File: src/rtl/exp_pkg.sv
// -----------------------------------------------------------------------------
// exp_pkg
// Shared definitions for the exp datapath: the range-reduction sequencer
// state encoding, the ln2 constant and the ln(1+2^-i) constant generator.
// The exp core imports the same package so both sides agree on the constants.
// No ports (package).
// -----------------------------------------------------------------------------
package exp_pkg;

    // Sequencer states: argument intake, integer (ln2) reduction, integer token
    // emission, one fraction step, fraction token emission.
    typedef enum logic [2:0] {
        IDLE,
        INT,
        EMIT_I,
        FRA,
        EMIT_F
    } seq_state_e;

    // ln2 at 11 fractional bits. It is deliberately 1419 rather than the
    // nearest-rounded 1420, and the exp core uses the same value.
    localparam int unsigned LN2_Q = 1419;

    // Internal precision used when building the ln(1+2^-i) table.
    localparam int unsigned LN_SERIES_P = 62;

    // round(ln(1 + 2^-i) * 2^frac_w), built from the alternating series
    // ln(1+y) = y - y^2/2 + y^3/3 - ... with y = 2^-i held at LN_SERIES_P bits.
    // Only ever evaluated at elaboration time to fill a constant table.
    function automatic int unsigned ln1p_q(input int unsigned i, input int unsigned frac_w);
        longint unsigned acc;
        longint unsigned term;
        acc = 64'd0;
        if (i == 0 || frac_w >= LN_SERIES_P) begin
            return 0;
        end
        for (int unsigned n = 1; n * i <= LN_SERIES_P; n++) begin
            term = (64'd1 << (LN_SERIES_P - n * i)) / 64'(n);
            if (n[0]) begin
                acc = acc + term;
            end else begin
                acc = acc - term;
            end
        end
        acc = (acc + (64'd1 << (LN_SERIES_P - frac_w - 1))) >> (LN_SERIES_P - frac_w);
        return 32'(acc);
    endfunction

endpackage

File: src/rtl/exp_index_sequencer_if.sv
// -----------------------------------------------------------------------------
// exp_index_sequencer_if
// Bundles the argument intake stream and the token output stream of the
// exp range-reduction sequencer.
//   in_valid / in_ready / in_data      : argument stream (master -> slave)
//   out_valid / out_ready / out_*      : token stream (slave -> master)
// Modports:
//   slave  : the sequencer itself
//   master : the environment feeding arguments and consuming tokens
// -----------------------------------------------------------------------------
interface exp_index_sequencer_if #(
    parameter int DATA_W = 15,
    parameter int IDX_W  = 5
);
    logic              in_valid;
    logic              in_ready;
    logic [DATA_W-1:0] in_data;
    logic              out_valid;
    logic              out_ready;
    logic              out_is_int;
    logic [IDX_W-1:0]  out_idx;
    logic              out_take;
    logic              out_last;
    logic [DATA_W-1:0] out_resid;
    logic              out_sat;

    modport slave (
        input  in_valid, in_data, out_ready,
        output in_ready, out_valid, out_is_int, out_idx, out_take,
               out_last, out_resid, out_sat
    );

    modport master (
        output in_valid, in_data, out_ready,
        input  in_ready, out_valid, out_is_int, out_idx, out_take,
               out_last, out_resid, out_sat
    );
endinterface

File: src/rtl/exp_ln_rom.sv
// -----------------------------------------------------------------------------
// exp_ln_rom
// Combinational constant table: ln1p = round(ln(1 + 2^-i) * 2^FRAC_W).
// Entries whose value rounds below one LSB (and i = 0) read as zero.
// Ports:
//   i     in   IDX_W   step index
//   ln1p  out  DATA_W  constant for step i
// -----------------------------------------------------------------------------
module exp_ln_rom
    import exp_pkg::*;
#(
    parameter int DATA_W = 15,
    parameter int FRAC_W = 11,
    parameter int IDX_W  = 5
) (
    input  logic [IDX_W-1:0]  i,
    output logic [DATA_W-1:0] ln1p
);

    localparam int DEPTH = 2 ** IDX_W;

    logic [DATA_W-1:0] table_w [DEPTH];

    // Each entry is an elaboration-time constant, so this folds into plain logic.
    for (genvar g = 0; g < DEPTH; g++) begin : g_entry
        localparam logic [DATA_W-1:0] ENTRY = DATA_W'(ln1p_q(g, FRAC_W));
        assign table_w[g] = ENTRY;
    end

    assign ln1p = table_w[i];

endmodule

File: src/rtl/exp_index_sequencer.sv
// -----------------------------------------------------------------------------
// exp_index_sequencer
// Iterative range reduction for the exp datapath. An accepted argument x is
// reduced by whole multiples of ln2 (count k, saturating at 2^IDX_W-1), then
// walked through i = 1..N_FRA, greedily subtracting ln(1+2^-i). One token is
// emitted per step on a valid/ready stream: the integer token first, then one
// fraction token per i, the last one flagged.
// Ports:
//   clk    in   clock
//   rst_n  in   asynchronous active-low reset
//   bus    slave modport of exp_index_sequencer_if (argument in, tokens out)
// -----------------------------------------------------------------------------
module exp_index_sequencer
    import exp_pkg::*;
#(
    parameter int DATA_W = 15,
    parameter int FRAC_W = 11,
    parameter int IDX_W  = 5,
    parameter int N_FRA  = 11
) (
    input logic                  clk,
    input logic                  rst_n,
    exp_index_sequencer_if.slave bus
);

    localparam logic [DATA_W-1:0] LN2    = DATA_W'(LN2_Q);
    localparam logic [IDX_W-1:0]  K_MAX  = '1;
    localparam logic [IDX_W-1:0]  I_LAST = IDX_W'(N_FRA);

    seq_state_e        state_q, state_d;
    logic [DATA_W-1:0] resid_q, resid_d;
    logic [IDX_W-1:0]  k_q, k_d;
    logic [IDX_W-1:0]  i_q, i_d;

    logic              out_valid_q, out_valid_d;
    logic              out_is_int_q, out_is_int_d;
    logic [IDX_W-1:0]  out_idx_q, out_idx_d;
    logic              out_take_q, out_take_d;
    logic              out_last_q, out_last_d;
    logic [DATA_W-1:0] out_resid_q, out_resid_d;
    logic              out_sat_q, out_sat_d;

    logic [DATA_W-1:0] ln1p_i;
    logic              ge_ln2;
    logic              frac_take;
    logic [DATA_W-1:0] frac_resid;
    logic              handshake;

    exp_ln_rom #(
        .DATA_W (DATA_W),
        .FRAC_W (FRAC_W),
        .IDX_W  (IDX_W)
    ) u_ln_rom (
        .i    (i_q),
        .ln1p (ln1p_i)
    );

    // Subtractions only ever happen behind their compare, so no underflow.
    // A zero table entry makes the step a "take" that leaves resid unchanged.
    assign ge_ln2     = (resid_q >= LN2);
    assign frac_take  = (resid_q >= ln1p_i);
    assign frac_resid = frac_take ? (resid_q - ln1p_i) : resid_q;
    assign handshake  = out_valid_q && bus.out_ready;

    // Next-state logic. Output fields are only reloaded when a new token is
    // formed, which keeps them frozen while a token waits for out_ready.
    always_comb begin
        state_d      = state_q;
        resid_d      = resid_q;
        k_d          = k_q;
        i_d          = i_q;
        out_valid_d  = out_valid_q;
        out_is_int_d = out_is_int_q;
        out_idx_d    = out_idx_q;
        out_take_d   = out_take_q;
        out_last_d   = out_last_q;
        out_resid_d  = out_resid_q;
        out_sat_d    = out_sat_q;

        case (state_q)
            IDLE: begin
                if (bus.in_valid) begin
                    resid_d = bus.in_data;
                    k_d     = '0;
                    state_d = INT;
                end
            end

            INT: begin
                if (ge_ln2 && (k_q != K_MAX)) begin
                    resid_d = resid_q - LN2;
                    k_d     = k_q + 1'b1;
                end else begin
                    // Reaching here with ge_ln2 still set means k ran out.
                    out_valid_d  = 1'b1;
                    out_is_int_d = 1'b1;
                    out_idx_d    = k_q;
                    out_take_d   = 1'b0;
                    out_last_d   = 1'b0;
                    out_resid_d  = resid_q;
                    out_sat_d    = ge_ln2;
                    state_d      = EMIT_I;
                end
            end

            EMIT_I: begin
                if (handshake) begin
                    out_valid_d = 1'b0;
                    i_d         = IDX_W'(1);
                    state_d     = FRA;
                end
            end

            FRA: begin
                resid_d      = frac_resid;
                out_valid_d  = 1'b1;
                out_is_int_d = 1'b0;
                out_idx_d    = i_q;
                out_take_d   = frac_take;
                out_last_d   = (i_q == I_LAST);
                out_resid_d  = frac_resid;
                out_sat_d    = 1'b0;
                state_d      = EMIT_F;
            end

            EMIT_F: begin
                if (handshake) begin
                    out_valid_d = 1'b0;
                    if (out_last_q) begin
                        state_d = IDLE;
                    end else begin
                        i_d     = i_q + 1'b1;
                        state_d = FRA;
                    end
                end
            end

            default: begin
                state_d = IDLE;
            end
        endcase
    end

    // State, counters, residual and the output register slice. Reset drops
    // any argument in flight, including a token waiting on out_ready.
    always_ff @(posedge clk or negedge rst_n) begin
        if (!rst_n) begin
            state_q      <= IDLE;
            resid_q      <= '0;
            k_q          <= '0;
            i_q          <= '0;
            out_valid_q  <= 1'b0;
            out_is_int_q <= 1'b0;
            out_idx_q    <= '0;
            out_take_q   <= 1'b0;
            out_last_q   <= 1'b0;
            out_resid_q  <= '0;
            out_sat_q    <= 1'b0;
        end else begin
            state_q      <= state_d;
            resid_q      <= resid_d;
            k_q          <= k_d;
            i_q          <= i_d;
            out_valid_q  <= out_valid_d;
            out_is_int_q <= out_is_int_d;
            out_idx_q    <= out_idx_d;
            out_take_q   <= out_take_d;
            out_last_q   <= out_last_d;
            out_resid_q  <= out_resid_d;
            out_sat_q    <= out_sat_d;
        end
    end

    assign bus.in_ready   = (state_q == IDLE);
    assign bus.out_valid  = out_valid_q;
    assign bus.out_is_int = out_is_int_q;
    assign bus.out_idx    = out_idx_q;
    assign bus.out_take   = out_take_q;
    assign bus.out_last   = out_last_q;
    assign bus.out_resid  = out_resid_q;
    assign bus.out_sat    = out_sat_q;

endmodule
File: src/flat_wrapper.sv
// flat-port wrapper written by rule: the top's interface ports become plain ports
module exp_index_sequencer_flat import exp_pkg::*;
#(
    parameter int DATA_W = 15,
    parameter int FRAC_W = 11,
    parameter int IDX_W  = 5,
    parameter int N_FRA  = 11
)
  (clk, rst_n, bus_in_valid, bus_in_data, bus_out_ready, bus_in_ready, bus_out_valid, bus_out_is_int, bus_out_idx, bus_out_take, bus_out_last, bus_out_resid, bus_out_sat);
  exp_index_sequencer_if #(.DATA_W(DATA_W), .IDX_W(IDX_W)) bus_i ();
  input logic clk;
  input logic rst_n;
  input wire logic [$bits(bus_i.in_valid)-1:0] bus_in_valid;
  input wire logic [$bits(bus_i.in_data)-1:0] bus_in_data;
  input wire logic [$bits(bus_i.out_ready)-1:0] bus_out_ready;
  output wire logic [$bits(bus_i.in_ready)-1:0] bus_in_ready;
  output wire logic [$bits(bus_i.out_valid)-1:0] bus_out_valid;
  output wire logic [$bits(bus_i.out_is_int)-1:0] bus_out_is_int;
  output wire logic [$bits(bus_i.out_idx)-1:0] bus_out_idx;
  output wire logic [$bits(bus_i.out_take)-1:0] bus_out_take;
  output wire logic [$bits(bus_i.out_last)-1:0] bus_out_last;
  output wire logic [$bits(bus_i.out_resid)-1:0] bus_out_resid;
  output wire logic [$bits(bus_i.out_sat)-1:0] bus_out_sat;
  assign bus_i.in_valid = bus_in_valid;
  assign bus_i.in_data = bus_in_data;
  assign bus_i.out_ready = bus_out_ready;
  assign bus_in_ready = bus_i.in_ready;
  assign bus_out_valid = bus_i.out_valid;
  assign bus_out_is_int = bus_i.out_is_int;
  assign bus_out_idx = bus_i.out_idx;
  assign bus_out_take = bus_i.out_take;
  assign bus_out_last = bus_i.out_last;
  assign bus_out_resid = bus_i.out_resid;
  assign bus_out_sat = bus_i.out_sat;
  exp_index_sequencer #(.DATA_W(DATA_W), .FRAC_W(FRAC_W), .IDX_W(IDX_W), .N_FRA(N_FRA)) u_core (.clk(clk), .rst_n(rst_n), .bus(bus_i));
endmodule
File: config.mk
export PLATFORM = sky130hd
export DESIGN_NAME = exp_index_sequencer_flat
export DESIGN_NICKNAME = d
export VERILOG_FILES = /design/src/rtl/exp_pkg.sv /design/src/rtl/exp_index_sequencer_if.sv /design/src/rtl/exp_ln_rom.sv /design/src/rtl/exp_index_sequencer.sv /design/src/flat_wrapper.sv
export SDC_FILE = /design/constraint.sdc
export NUM_CORES = 1
export LEC_CHECK = 0
export CELL_PAD_IN_SITES_DETAIL_PLACEMENT = 0
export CELL_PAD_IN_SITES_GLOBAL_PLACEMENT = 2
export CORE_MARGIN = 3
export CORE_UTILIZATION = 37
export DETAILED_ROUTE_END_ITERATION = 6
export MAX_ROUTING_LAYER = met4
export PLACE_DENSITY = 0.95
export RECOVER_POWER = 50
export SLEW_MARGIN = 20
export SYNTH_ARGS = -nofsm -noshare
export SYNTH_HDL_FRONTEND = slang
export SYNTH_SLANG_ARGS = --single-unit
export TNS_END_PERCENT = 30
File: constraint.sdc
create_clock -name clk -period 8.25 [get_ports clk]
set_input_delay 1.65 -clock clk [delete_from_list [all_inputs] [get_ports clk]]
set_output_delay 1.65 -clock clk [all_outputs]
set_load 0.01 [all_outputs]
# Yosys cells after proc, flatten, opt, wreduce, memory -nomap -nowiden
# Memory sizes are Yosys's and may differ from the RTL's.
# Cells that the tools add are included.
dict set report op_classes {
  n_addsub 4
  n_lt_le_gt_ge 3
  eq_ne 13
  mux 32
  bitwise 1
  reduce_logical 15
}
# operator count
set ops {}
lappend ops {{$mux W15} 6}
lappend ops {{$pmux W15 S3} 1}
lappend ops {{$mux W5} 6}
lappend ops {{$pmux W15 S2} 1}
lappend ops {{$pmux W5 S2} 3}
lappend ops {{$ge A15 B11 Y1 const B} 1}
lappend ops {{$ge A15 B15 Y1} 1}
lappend ops {{$pmux W3 S5} 1}
lappend ops {{$sub A15 B11 Y15 const B} 1}
lappend ops {{$sub A15 B15 Y15} 1}
lappend ops {{$mux W3} 4}
lappend ops {{$add A5 B1 Y5 const B} 2}
lappend ops {{$reduce_and A3 Y1} 3}
lappend ops {{$ne A2 B1 Y1 const B} 4}
lappend ops {{$pmux W1 S2} 4}
lappend ops {{$reduce_and A4 Y1} 2}
lappend ops {{$eq A3 B2 Y1 const B} 2}
lappend ops {{$ge A6 B6 Y1 const B} 1}
lappend ops {{$ne A2 B2 Y1 const B} 3}
lappend ops {{$not A5 Y6} 1}
lappend ops {{$reduce_bool A2 Y1} 3}
lappend ops {{$reduce_bool A3 Y1} 2}
lappend ops {{$eq A5 B4 Y1 const B} 1}
lappend ops {{$ne A5 B5 Y1 const B} 1}
lappend ops {{other kinds (9)} 13}
dict set report totals {
  ff_bits 53
  rom_bits 480
  input_bits 19
  out_inout_bits 26
  wordCells 80
  n_memories 1
}
# name depth width read_ports rd_ports_with_merged_regs wr line_no
set memory_table {}
lappend memory_table {{(name not given)} 32 15 1 0 0 exp_ln_rom.sv:30} ;# assign ln1p = table_w[i];

# Depth between registers and ports, before layout
# Gate-level depths: netlist of run 1.
dict set report depth {
  ltp_word 7
  mapped_depth 15
  mapped_depth_nobuf 15
}

# Hierarchy
# A second synthesis of run 1 with hierarchy kept.
dict set report unflattened {
  cells_unflattened 477
  hier_area_um2 4032.6
}
# mod n_inst cells_each area_per_inst_um2 seq_area_each_um2
set by_module_without_submodules {}
lappend by_module_without_submodules {exp_index_sequencer 1 439 3734.8 1326.3}
lappend by_module_without_submodules {exp_ln_rom 1 38 297.8 0.0}

# Least setup slack after synthesis of run 1
# OpenSTA, ideal clock, no wires.
dict set report synth_timing {
  path_type {register to register}
  start {register u_core.i_q[1]}
  end {register u_core.resid_q[10]}
  setup_ns 0.104
  arrival_ns 3.026
  required_ns 8.146
  setup_slack_ns 5.121
  stages_incl_launch_ff 16
  path_buffers 0
  synth_period_minus_slack_ns 3.129
  cell_sequence {dfrtp_1 > inv_1 > ha_1 > a21oi_1 > nor2_1 > a21oi_1 > nor2_1 > ha_1 > inv_1 > fa_1 > a21o_1 > a221oi_2 > a21oi_1 > a2111oi_2 > a21oi_1 > o311ai_1}
}
dict set report synth_via {
  elab_chain_cells 7
}
# item line_no
set synth_lines {}
lappend synth_lines {{start, declared} exp_index_sequencer.sv:33} ;# logic [IDX_W-1:0] i_q, i_d;
lappend synth_lines {{start signal, assigned} exp_index_sequencer.sv:163} ;# i_q <= i_d;
lappend synth_lines {{$not A5 Y6 (implied by the code) *} exp_ln_rom.sv:30}
lappend synth_lines {{$mem_v2 Z32 W15 *} n/a}
lappend synth_lines {{$mux W15 (implied by the code) * (2 in series)} exp_ln_rom.sv:30}
lappend synth_lines {{$sub A15 B15 Y15 / $ge A15 B15 Y1 (equally long branches)} {exp_index_sequencer.sv:62, exp_index_sequencer.sv:61}}
lappend synth_lines {{$mux W15 *} exp_index_sequencer.sv:62} ;# assign frac_resid = frac_take ? (resid_q - ln1p_i) : resid_q;
lappend synth_lines {{$pmux W15 S3 *} exp_index_sequencer.sv:80} ;# case (state_q)
lappend synth_lines {{end signal, assigned} exp_index_sequencer.sv:161} ;# resid_q <= resid_d;
lappend synth_lines {{end, declared} exp_index_sequencer.sv:31} ;# logic [DATA_W-1:0] resid_q, resid_d;
# Every way passes the cells marked *; elsewhere a longest branch is shown, timed or not. The select of a mux whose other input is x is not followed.
# A chain may end at the register's enable or synchronous reset.

==> results of run 1 <==
-- metrics by stage --
step	hold WS, ns	utilization (%)	worst slack, ns
finish	0.488	44.7	4.19
global route	0.510	44.7	3.67
CTS	0.498	44.9	4.40
detailed placement	0.479	43.9	4.09
global placement	0.460	43.9	4.15
floorplan	0.497	-	5.12
-- logic make-up after synthesis --
family / count (synthesis)
xor+xnor: 10
mux: 5
compound gates: 157
simple gates: 172
buf+inv: 46
flops: 53
fa+ha+maj: 21
-- how the worst max path moves through the flow --
stage | start | end | slack (ns) | cells after the start
2_1_floorplan | u_core.i_q[1] | u_core.resid_q[10] | 5.12 | 15
3_3_place_gp | bus_in_valid | u_core.resid_q[8] | 4.15 | 6
3_5_place_dp | bus_in_valid | u_core.resid_q[8] | 4.09 | 6
4_1_cts | bus_in_valid | u_core.resid_q[8] | 4.40 | 6
5_1_grt | rst_n | u_core.bus.out_idx[0] | 3.67 | 2
6_report | rst_n | u_core.bus.out_valid | 4.19 | 2
-- power groups by stage --
stage          registers, mW  clock network, mW  logic, mW
6_report               0.547              0.180       1.25
5_1_grt                0.564              0.190       1.39
4_1_cts                0.541              0.178       1.25
3_5_place_dp           0.547                  0       1.24
3_3_place_gp           0.543                  0       1.22
2_1_floorplan          0.488                  0      0.904
-- sequential cells by signal, indices dropped and copies added, names as in the netlist --
register	flops
u_core.bus.out_last	1
u_core.bus.out_take	1
u_core.k_q	5
u_core.i_q	5
u_core.bus.out_idx	5
u_core.resid_q	15
u_core.bus.out_valid	1
u_core.bus.out_sat	1
u_core.state_q	3
u_core.bus.out_is_int	1
u_core.bus.out_resid	15
-- Yosys cell counts (5+ instances only) --
cell	instances
a22oi_1	7
buf_2	6
mux2i_1	5
nand3_1	10
o211ai_1	6
a21o_1	7
o221ai_1	5
nand2_1	55
a221o_1	7
nor3_1	22
xnor2_1	7
a21oi_1	29
o21ai_0	28
ha_1	20
clkbuf_1	16
dfrtp_1	53
nor2b_1	6
o2bb2ai_1	6
a31oi_1	7
nand2b_1	5
nor2_1	44
a221oi_1	8
inv_1	18
a211oi_1	5
-- area by class of cell --
class	instances	area [um2]
fillers	1014	5530
multi-input cells	365	2360
flip-flops and latches	53	1330
repair buffers	46	443
well taps	133	166
clock buffers	5	68.8
inverters	18	67.6
clock inverters	2	35.0
-- routing by layer --
| layer | share of wire [%] | vias to the layer above | GRT usage [%] | wire, um |
|---|---|---|---|---|
| met1 | 47 | 1817 | 30.3 | 5640 |
| met2 | 45 | 140 | 32.4 | 5360 |
| met3 | 6.0 | 18 | 3.10 | 723 |
| li1 | - | 1779 | - | - |
| met4 | 2.0 | 0 | 6.04 | 240 |
| met5 | 0 | - | - | 0 |
==> results.yml, run 1 <==
hold_path:
  hold_start: "u_core.bus.out_take"
  worstHoldEndpoint: "u_core.bus.out_take"
  min_path_cells: 2
  worstHoldPathType: "reg2reg"
cells_and_area:
  final_cells: 622
  final_common_cell: "nand2_1"
  area_delta_synth_final_pct: 14.9
  drive_gt1_share_pct: 4.50
  layout_common_cells: "nand2_1, dfrtp_1, nor2_1, clkdlybuf4s50_1, a21oi_1"
  fin_area_um2: 4470
  nNetsFinal: 529
  diodes: 0
worst_setup_path:
  ff2ff_path_depth: 15
  critPathTopFamily: "buffers and inverters"
  worstPathMaxFanout: 53
  cpPeakStageDelay_ns: 2.06
  start_kind: "input pin"
  critical_path_arrival_ns: 3.85
  cp_slowest_cell: "clkbuf_1"
  critPathKind: "in2async"
  cp_num_buf_inv: 2
  r2r-end: "u_core.resid_q[10]"
  end_kind: "async pin"
  r2r_slack_ns: 4.37
  path_cells: "buf_2 > clkbuf_1"
  r2r_start: "u_core.i_q[1]"
  cp.required_ns: 8.05
sta:
  rsz0062_at_grt: "false"
  drv_slew: 54
  final-hold-violation-count: 0
  period_share_pct: 49.2
  fin_crit_ns: 4.06
  fin_skew_ns: 0.0194
  worst_pin_slew_ns: 2.94
  max_freq_mhz: 247
  setup_viol: 0
  fin_setup_tns_ns: 0
  slew_headroom_pct: -96.3
detailed_routing:
  drt_iter0_drc: 283
  postRouteWirelength_um: 12000
  ant_nets: 0
  vias_per_cell: 6.04
  routedWlPerCell_um: 19.2
  num_vias: 3754
  drc: 0
  first_pass_iters: 5
synthesis:
  yosys.area_share.adder_pct: 6.95
  synth_mux_area_share_pct: 1.29
  syn_area_um2: 3890
  syn_inst: 464
  synth_top_family_by_area: "compound AO/OA/AOI/OAI gates"
  synth_top_cell_by_area: "dfrtp_1"
  yosysWarnings: 0
  avgSynthCellArea_um2: 8.38
  synth_nets: 504
  synth_edf_count: 0
  synth_seq_area_share_pct: 34.1
  yosys.area.top_type_share_pct: 34.1
  synth-simple-area-share_pct: 21.5
  async_flop_share_pct: 100
  synth-xor-area-share_pct: 2.25
  synth_compound_area_share_pct: 28.9
  yosysUniqueCellTypes: 68
  ys_ff_latch: 53
  synthTopCellsByArea: "dfrtp_1, ha_1, nand2_1, nor2_1, a21oi_1"
  ys.flop_type: "dfrtp_1"
clock_tree:
  clkSinkCount: 53
  cts_setup_buffers: 0
  clk_latency_ns: 0.32
  ctsResizeCount: 0
  cts_buffers: 5
  holdBufCountCts: 0
  cts.path.max_buffers: 2
  clkSlewWorstSetupHoldPaths_ns: 0.10
  cts_htree_levels: 2
  cts_tree: "yes"
  root_buffer: "clkbuf_8"
die:
  die_h_um: 109
  die_w_um: 109
  boundaryPins: 45
  start_util_pct: 38.9
  rows: 36
  dieArea_um2: 11800
  coreArea_um2: 10000
global_route:
  grt_max_degree: 54
  grt_pass1_vias: 3641
  grt_overflow: 0
  track_usage_pct: 21.6
  grt_pass1_wl_um: 19300
  antenna_found_initial: 0
place:
  finalWeightedCongestion: 0.940
  port_buffers: 44
  post_dp_cell_area_um2: 4390
  hpwl_um: 8660
  placed_cells: 615
power_and_ir_drop:
  power_frac_clock_pct: 9.1
  leakagePower_nw: 1.89
  p_int_mw: 0.993
  switching_share_pct: 49.7
  power.density_nw_per_um2: 442
  pwr-share-comb_pct: 63.2
  vdd.ir_drop.worst_mv: 0.147
  p_seq_share_pct: 27.7
  power_switching_mw: 0.982
  power_mw: 1.97
run_status:
  status: "finished, violations left"
  violations: "capacitance limit, slew limit"
run:
  max_cap_violations: 1
(Power assumes the default switching activity.)
==> run 2: changes to the inputs <==
--- a/config.mk
+++ b/config.mk
@@ -8,10 +8,10 @@
 export CELL_PAD_IN_SITES_DETAIL_PLACEMENT = 0
 export CELL_PAD_IN_SITES_GLOBAL_PLACEMENT = 2
 export CORE_MARGIN = 3
-export CORE_UTILIZATION = 37
+export CORE_UTILIZATION = 34
 export DETAILED_ROUTE_END_ITERATION = 6
 export MAX_ROUTING_LAYER = met4
-export PLACE_DENSITY = 0.95
+export PLACE_DENSITY = 0.91
 export RECOVER_POWER = 50
 export SLEW_MARGIN = 20
 export SYNTH_ARGS = -nofsm -noshare
==> constraint.sdc (replaced) <==
create_clock -name clk -period 4.1 [get_ports clk]
set_input_delay 0.82 -clock clk [delete_from_list [all_inputs] [get_ports clk]]
set_output_delay 0.82 -clock clk [all_outputs]
set_load 0.01 [all_outputs]
==> run 2 against run 1 <==
Die area up 8.3%. Register-to-register slack got worse by 3.9 ns. Clock skew shrank 0.012 ns. Non-clock buffer count rose by 7. The run still ends with capacitance limit, slew limit left. Largest power group unchanged. Critical endpoint is now u_core.bus.out_resid[4]. Flip-flop and latch count unchanged. First-iteration DRC count increased by 22%. Design area grew 2.5%. Clock-buffer cell count up 1. Wire length rose by 0.18%.
==> results.yml, run 2 (synthesis results as in run 1) <==
global_route:
  grt_pass1_vias: 3640
  antenna_found_initial: 0
  grt_max_degree: 32
  grt_overflow: 0
  track_usage_pct: 19.9
  grt_pass1_wl_um: 19900
cells_and_area:
  drive_gt1_share_pct: 6.04
  fin_area_um2: 4580
  layout_common_cells: "nand2_1, dfrtp_1, nor2_1, clkdlybuf4s50_1, a21oi_1"
  diodes: 0
  nNetsFinal: 536
  multi_input_area_um2: 2370
  sequential_cell_area_um2: 1330
  final_common_cell: "nand2_1"
  area_delta_synth_final_pct: 17.8
  final_cells: 637
  num-fill-cells: 1149
worst_setup_path:
  start_kind: "flip-flop"
  end_kind: "flip-flop"
  critPathKind: "reg2reg"
  cp-startpoint: "u_core.i_q[2]"
  cp.required_ns: 4.25
  r2r-end: "u_core.bus.out_resid[4]"
  worstPathMaxFanout: 12
  r2r_slack_ns: 0.45
  ff2ff_path_depth: 11
  r2r_start: "u_core.i_q[2]"
  critical_path_arrival_ns: 3.80
power_and_ir_drop:
  pwr-share-comb_pct: 63.2
  p_seq_share_pct: 26.4
  p_int_mw: 2.08
  vdd.ir_drop.worst_mv: 0.315
  switching_share_pct: 49.0
  power_frac_clock_pct: 10.4
  power_mw: 4.08
  power.density_nw_per_um2: 891
  power_switching_mw: 2.00
  leakagePower_nw: 1.94
run:
  max_cap_violations: 1
clock_tree:
  clkSlewWorstSetupHoldPaths_ns: 0.07
  clkSinkCount: 53
  cts_htree_levels: 2
  cts.path.max_buffers: 2
  clk_latency_ns: 0.30
  cts_tree: "yes"
  cts_buffers: 5
  root_buffer: "clkbuf_16"
  ctsResizeCount: 0
  holdBufCountCts: 0
  cts_setup_buffers: 0
sta:
  slew_headroom_pct: -17.0
  setup_viol: 0
  hold_ws_ns: 0.480
  fin_setup_tns_ns: 0
  rsz0062_at_grt: "false"
  worst_pin_slew_ns: 1.75
  drv_slew: 32
  max_freq_mhz: 274
  final-hold-violation-count: 0
  fin_crit_ns: 3.65
  fin_skew_ns: 0.00753
  period_share_pct: 89.1
place:
  finalWeightedCongestion: 0.927
  port_buffers: 44
  placed_cells: 629
  post_dp_cell_area_um2: 4450
  hpwl_um: 8910
detailed_routing:
  ant_nets: 0
  num_vias: 3751
  routedWlPerCell_um: 18.8
  postRouteWirelength_um: 12000
  vias_per_cell: 5.89
  drt_iter0_drc: 345
  drc: 0
  first_pass_iters: 4
die:
  rows: 38
  dieArea_um2: 12800
  start_util_pct: 35.3
  coreArea_um2: 11000
  boundaryPins: 45
  die_h_um: 113
  die_w_um: 113
hold_path:
  min_path_cells: 2
  hold_start: "u_core.bus.out_take"
  worstHoldPathType: "reg2reg"
  worstHoldEndpoint: "u_core.bus.out_take"
run_status:
  status: "finished, violations left"
  violations: "capacitance limit, slew limit"
run 2: cell count changes in the layout (fill, tap and decap cells not counted), sizes merged:
cell	delta
clkinvlp	+2
bufinv	-1
buf	+6
clkinv	-1
dlygate4sd3	+8
clkdlybuf4s50	-8
clkbuf	+2
run 2: metal layers:
| layer | wire length, um | up-vias | part of all wire [%] | global-route usage, % |
|---|---|---|---|---|
| li1 | - | 1785 | - | - |
| met2 | 5330 | 141 | 44 | 28.9 |
| met1 | 5710 | 1809 | 48 | 28.8 |
| met4 | 165 | 0 | 1.4 | 4.17 |
| met3 | 778 | 16 | 6.5 | 4.01 |
| met5 | 0 | - | 0 | - |
run 2: power by group through the flow:
stage / registers [mW] / logic, mW / clock network [mW]
2_1_floorplan: 0.982 / 1.82 / 0
3_3_place_gp: 1.08 / 2.56 / 0
3_5_place_dp: 1.08 / 2.57 / 0
4_1_cts: 1.07 / 2.59 / 0.428
5_1_grt: 1.12 / 2.86 / 0.455
6_report: 1.08 / 2.58 / 0.426
run 2: worst max-delay path by stage:
stage,to,cells after the start
after floorplan,u_core.resid_q[10],15
after global placement,u_core.resid_q[10],15
final,u_core.bus.out_resid[4],11
after global routing,u_core.bus.out_resid[3],11
after detailed placement,u_core.bus.out_resid[4],11
after CTS,u_core.bus.out_resid[4],11
run 2: critical path, stage by stage, from the launching register on:
cell      delay, ns
dfrtp_1        0.56
inv_1          0.18
nor3_1         0.29
a21oi_1        0.07
or2_2          0.28
ha_1           0.38
a21oi_1        0.22
a21oi_1        0.17
o31ai_2        0.51
nand2_1        0.27
o21ai_2        0.42
a221oi_1       0.17
run 2: stage by stage:
step           utilization (%)  setup WS, ns
4_1_cts                   41.6         0.508
2_1_floorplan                -         0.971
5_1_grt                   41.5        0.0887
3_5_place_dp              40.3         0.537
6_report                  41.5         0.448
3_3_place_gp              40.3         0.620
run 2: cell type report:
class / count / share of cell area (%)
inverter: 18 / 1.47
timing repair buffer: 53 / 10.8
clock inverter: 2 / 0.328
multi-input combinational: 365 / 51.8
tap: 140 / 3.82
clock buffer: 6 / 2.81
sequential: 53 / 28.9
